**src/rtl/schedule_1st.sv**
```systemverilog
// First scheduler stage: in-order instruction FIFO plus a 32-entry busy
// scoreboard; issues the head instruction only when it has no RAW/WAW hazard.
module schedule_1st #(
  parameter int unsigned DEPTH = 4
) (
  input  logic        CLK,
  input  logic        RST,

  input  logic        DECODE_2ND_VALID,
  input  logic [31:0] DECODE_2ND_PC,
  input  logic [6:0]  DECODE_2ND_OPCODE,
  input  logic [4:0]  DECODE_2ND_RD,
  input  logic [4:0]  DECODE_2ND_RS1,
  input  logic [4:0]  DECODE_2ND_RS2,
  input  logic [2:0]  DECODE_2ND_FUNCT3,
  input  logic [6:0]  DECODE_2ND_FUNCT7,
  input  logic [31:0] DECODE_2ND_IMM,
  output logic        SCHEDULE_1ST_STALL,

  input  logic        FLUSH,
  input  logic        WB_VALID,
  input  logic [4:0]  WB_RD,

  output logic        SCHEDULE_1ST_VALID,
  output logic [31:0] SCHEDULE_1ST_PC,
  output logic [6:0]  SCHEDULE_1ST_OPCODE,
  output logic [4:0]  SCHEDULE_1ST_RD,
  output logic [4:0]  SCHEDULE_1ST_RS1,
  output logic [4:0]  SCHEDULE_1ST_RS2,
  output logic [2:0]  SCHEDULE_1ST_FUNCT3,
  output logic [6:0]  SCHEDULE_1ST_FUNCT7,
  output logic [31:0] SCHEDULE_1ST_IMM,
  input  logic        EXEC_READY
);

  localparam int unsigned PTR_W = (DEPTH > 1) ? $clog2(DEPTH) : 1;
  localparam int unsigned CNT_W = PTR_W + 1;

  typedef struct packed {
    logic [31:0] pc;
    logic [6:0]  opcode;
    logic [4:0]  rd;
    logic [4:0]  rs1;
    logic [4:0]  rs2;
    logic [2:0]  funct3;
    logic [6:0]  funct7;
    logic [31:0] imm;
  } entry_t;

  entry_t             fifo_q [DEPTH];
  entry_t             in_entry;
  entry_t             head;
  logic [PTR_W-1:0]   wr_ptr_q;
  logic [PTR_W-1:0]   rd_ptr_q;
  logic [CNT_W-1:0]   count_q;
  logic [31:0]        busy_q;
  logic [31:0]        busy_d;

  logic               empty;
  logic               full;
  logic               push;
  logic               issue;
  logic               writes_rd;
  logic               hazard;
  logic               valid;

  always_comb begin
    in_entry        = '0;
    in_entry.pc     = DECODE_2ND_PC;
    in_entry.opcode = DECODE_2ND_OPCODE;
    in_entry.rd     = DECODE_2ND_RD;
    in_entry.rs1    = DECODE_2ND_RS1;
    in_entry.rs2    = DECODE_2ND_RS2;
    in_entry.funct3 = DECODE_2ND_FUNCT3;
    in_entry.funct7 = DECODE_2ND_FUNCT7;
    in_entry.imm    = DECODE_2ND_IMM;
  end

  assign head  = fifo_q[rd_ptr_q];
  assign empty = (count_q == '0);
  // Backpressure looks only at the registered count; a same-cycle pop does not free a slot.
  assign full  = (count_q == CNT_W'(DEPTH));
  assign push  = DECODE_2ND_VALID && !full && !FLUSH;

  always_comb begin
    writes_rd = 1'b0;
    if (head.rd != '0) begin
      writes_rd = head.opcode inside {7'b0110011, 7'b0010011, 7'b0000011, 7'b1100111,
                                      7'b1110011, 7'b0110111, 7'b0010111, 7'b1101111};
    end
  end

  assign hazard = busy_q[head.rs1] | busy_q[head.rs2] | (writes_rd & busy_q[head.rd]);
  assign valid  = !empty && !hazard && !FLUSH;
  assign issue  = valid && EXEC_READY;

  always_ff @(posedge CLK or negedge RST) begin
    if (!RST) begin
      for (int unsigned i = 0; i < DEPTH; i++) begin
        fifo_q[i] <= '0;
      end
    end else if (push) begin
      fifo_q[wr_ptr_q] <= in_entry;
    end
  end

  always_ff @(posedge CLK or negedge RST) begin
    if (!RST) begin
      wr_ptr_q <= '0;
      rd_ptr_q <= '0;
      count_q  <= '0;
    end else if (FLUSH) begin
      wr_ptr_q <= '0;
      rd_ptr_q <= '0;
      count_q  <= '0;
    end else begin
      if (push) begin
        wr_ptr_q <= wr_ptr_q + PTR_W'(1);
      end
      if (issue) begin
        rd_ptr_q <= rd_ptr_q + PTR_W'(1);
      end
      case ({push, issue})
        2'b10:   count_q <= count_q + CNT_W'(1);
        2'b01:   count_q <= count_q - CNT_W'(1);
        default: count_q <= count_q;
      endcase
    end
  end

  // Issue-set is applied after the writeback clear so it wins on the same register.
  always_comb begin
    busy_d = busy_q;
    if (WB_VALID) begin
      busy_d[WB_RD] = 1'b0;
    end
    if (issue && writes_rd) begin
      busy_d[head.rd] = 1'b1;
    end
    busy_d[0] = 1'b0;
  end

  always_ff @(posedge CLK or negedge RST) begin
    if (!RST) begin
      busy_q <= '0;
    end else begin
      busy_q <= busy_d;
    end
  end

  assign SCHEDULE_1ST_STALL  = full;
  assign SCHEDULE_1ST_VALID  = valid;
  assign SCHEDULE_1ST_PC     = head.pc;
  assign SCHEDULE_1ST_OPCODE = head.opcode;
  assign SCHEDULE_1ST_RD     = head.rd;
  assign SCHEDULE_1ST_RS1    = head.rs1;
  assign SCHEDULE_1ST_RS2    = head.rs2;
  assign SCHEDULE_1ST_FUNCT3 = head.funct3;
  assign SCHEDULE_1ST_FUNCT7 = head.funct7;
  assign SCHEDULE_1ST_IMM    = head.imm;

endmodule

```
**config.mk**
```make
export PLATFORM = sky130hd
export DESIGN_NAME = schedule_1st
export DESIGN_NICKNAME = d
export VERILOG_FILES = /design/src/rtl/schedule_1st.sv
export SDC_FILE = /design/constraint.sdc
export NUM_CORES = 1
export LEC_CHECK = 0
export CORE_AREA = 2 2 305 186
export DETAILED_ROUTE_END_ITERATION = 8
export DIE_AREA = 0 0 307 188
export DONT_BUFFER_PORTS = 1
export SYNTH_ARGS = -nofsm -noshare
export SYNTH_HDL_FRONTEND = slang
export SYNTH_SLANG_ARGS = --single-unit
```
**constraint.sdc**
```tcl
create_clock -name CLK -period 7.1 [get_ports CLK]
set_input_delay 0.71 -clock CLK [delete_from_list [all_inputs] [get_ports CLK]]
set_output_delay 0.71 -clock CLK [all_outputs]
set_load 0.02 [all_outputs]
```
==> results_dict.tcl <==
set metrics [dict create \
    via_per_inst 5.41 \
    synth.distinct_cells 42 \
    diodes 0 \
    setup-tns-final_ns 0 \
    cp-start-kind "flip-flop" \
    synthFlopType "dfrtp_1" \
    violations "hold timing" \
    maxSlewViolCount 0 \
    syn-instance-count 1201 \
    drive_gt1_frac 0.488 \
    yosysSeqAreaShare 0.554 \
    vias 10447 \
    drt_pass1_iterations 5 \
    antenna_found_initial 0 \
    final_antenna_net_count 0 \
    required_ns 7.55 \
    core_sq_um 55200 \
    r2r_slack_ns 1.79 \
    max_freq_ghz 0.188 \
    reg2regPathDepth 12 \
    grt_usage 0.155 \
    die_area_sq_um 57700 \
    power.density_nw_per_um2 433 \
    cap_violations 0 \
    arrival_ns 5.76 \
    syn-num-nets 1313 \
    drc 0 \
    met3_usage 0.0529 \
    setup_viol 0 \
    reg2reg_to "count_q[2]" \
    rsz0062_at_grt "no" \
    gp_congestion 0.882 \
    grt-busiest-layer "met2" \
    grt_util_met2 0.235 \
    ys.warnings.count 0 \
    finalHoldViolCount 317 \
    clock_latency_ns 0.57 \
    crit_type "reg2reg" \
    areaGrowthSynthToFinish_pct 11.3 \
    clock_tree.root_cell "clkbuf_16" \
    leakage_nw 9.03 \
    synth_edf_count 0 \
    cts_tree "built" \
    worst_pin_slew_ns 1.16 \
    yosys-top-cells-area "dfrtp_1 (55%), mux2_2 (23%), mux4_2 (13%), mux2i_1 (1.8%), o21ai_0 (0.95%)" \
    ys_ff_latch 422 \
    fin_nets 1290 \
    clk_pin_slew_ns 0.06 \
    grt_max_degree 423 \
    synthArstFlopShare 1.00 \
    synth.largest_area_cell "dfrtp_1" \
    peakVddDrop_v 0.000183 \
    crit_path_end "count_q[2]" \
    cts_buffers 43 \
    power.total_mw 9.20 \
    crit_start "rd_ptr_q[1]" \
    grt_pass1_wl_um 69300 \
    status "complete, but fails checks" \
    dp_hpwl_um 26700 \
    period_share 0.748 \
    grt-ovfl-total 0 \
    die_h_um 188 \
    slew_headroom 0.206 \
    fill_cells 5080 \
    die_x_um 307 \
    routed_wl_um 44000 \
    finClkSkew_ns 0.0194 \
    fin_hold_ws_ns -0.140 \
    grt_pass1_vias 11162 \
    port_buffers 0 \
    drt_iter0_markers 706 \
    gr-usage-met1 0.213 \
    synth_top_area_frac 0.554 \
    cts_max_level 2 \
    core.rowCount 67 \
    fin_crit_ns 5.31 \
    cts_sinks 422 \
    pin_count 205 \
    crit_path_max_fanout 59 \
    post_cts_resized 0 \
    rr_startpoint "rd_ptr_q[1]" \
    avgSynthCellArea_sq_um 15.9 \
    hold_path_class "in2async" \
    clockBufferDepth 3 \
    syn_area_sq_um 19100 \
    post_cts_buffers 0 \
    end_kind "flip-flop" \
    initial_core_util 0.346 \
    routedWlPerCell_um 22.8 \
]
-- cell type report --
type,instances,area [sq um],share of cell area
clock buffers,58,1200,0.0567
clock inverters,16,251,0.0119
inverters,7,26.3,0.00124
multi-input cells,697,8210,0.387
flip-flops and latches,422,10600,0.498
well taps,724,906,0.0427
repair buffers,7,52.6,0.00248
-- registers in the layout, summed over array words and instances, names as in the netlist --
register / cells
busy_q: 31
count_q: 3
fifo_q: 384
rd_ptr_q: 2
wr_ptr_q: 2
-- through the flow --
| step | util | worst slack [ns] | std cells | hold WS, ns | area (sq um) |
|---|---|---|---|---|---|
| floorplan | - | 2.87 | 1201 | 0.414 | 19100 |
| detailed placement | 0.358 | 1.78 | 1857 | 0.439 | 19800 |
| global route | 0.385 | 1.39 | 1931 | -0.185 | 21200 |
| CTS | 0.385 | 1.72 | 1931 | -0.193 | 21200 |
| global placement | 0.358 | 1.63 | 1857 | 0.429 | 19800 |
| finish | 0.385 | 1.79 | 1931 | -0.140 | 21200 |
-- worst min path at each step --
stage / cells after the start / start / to / slack [ns]
after detailed placement: 0 / RST / fifo_q[359] / 0.44
final: 0 / RST / fifo_q[359] / -0.14
after global placement: 0 / RST / fifo_q[263] / 0.43
after global routing: 0 / RST / fifo_q[359] / -0.18
after floorplan: 0 / RST / busy_q[10] / 0.41
after CTS: 0 / RST / fifo_q[359] / -0.19
-- metal layers --
layer | routed length, um | vias up
li1 | - | 4479
met1 | 19500 | 5611
met2 | 19600 | 291
met3 | 3900 | 66
met4 | 956 | 0
met5 | 0 | -
-- synth_stat cells (all sizes together), types with 4 or more instances --
library cell	n
or3	4
mux2i	34
ha	4
dfrtp	422
nand3b	11
nor2	15
buf	45
inv	7
o21ai	63
mux4	109
nand3	4
nand2b	7
a21oi	4
mux2	387
nand2	19
o22ai	4
clkbuf	30
-- worst max-delay path: stages, from the launching register on --
cell and delay, ns:
dfrtp_4 1.05, mux4_2 0.67, mux4_2 0.57, mux2_2 0.28, a311o_1 0.36, or4_4 0.53, a211oi_4 0.46, nand2_2 0.26
nor2_1 0.18, fa_1 0.21, a21oi_1 0.05, a32oi_1 0.20, mux2_2 0.35
-- power breakdown --
| part | internal (mW) | leakage (nW) | total, mW | switching, mW |
|---|---|---|---|---|
| logic | 1.48 | 3.01 | 2.91 | 1.43 |
| clock network | 1.38 | 0.714 | 2.36 | 0.982 |
| registers | 3.41 | 5.30 | 3.92 | 0.517 |
| total | 6.26 | 9.03 | 9.20 | 2.93 |
-- cell families (layout without fill, tap and decap cells) --
logic type / after synthesis / after routing / synth area share
AOI/OAI and AO/OA: 84 / 84 / 0.0269
xor gates and xnor gates: 4 / 4 / 0.00184
adders and majority gates: 5 / 5 / 0.00368
buffers and inverters: 82 / 88 / 0.0171
DFF: 422 / 422 / 0.554
muxes: 530 / 530 / 0.375
and+or+nand+nor: 74 / 74 / 0.0215
-- cell usage in the layout, fill, tap and decap left out, drive strengths merged, types with 2 or more instances in the layout --
cell    instances
nor2b           3
or3             4
inv             9
mux2i          34
nand3b         11
a311o           2
nand2b          7
o21ai          63
clkbuf         58
clkinv          8
nor3b           2
bufinv          5
nand3           4
o311ai          2
mux4          109
buf             7
o32ai           3
xnor2           2
a21oi           4
dfrtp         422
or4             2
ha              4
nor2           15
nand2          19
xor2            2
o22ai           4
or3b            2
nor3            2
mux2          387
Note: power is estimated with default switching activity, not from simulation.
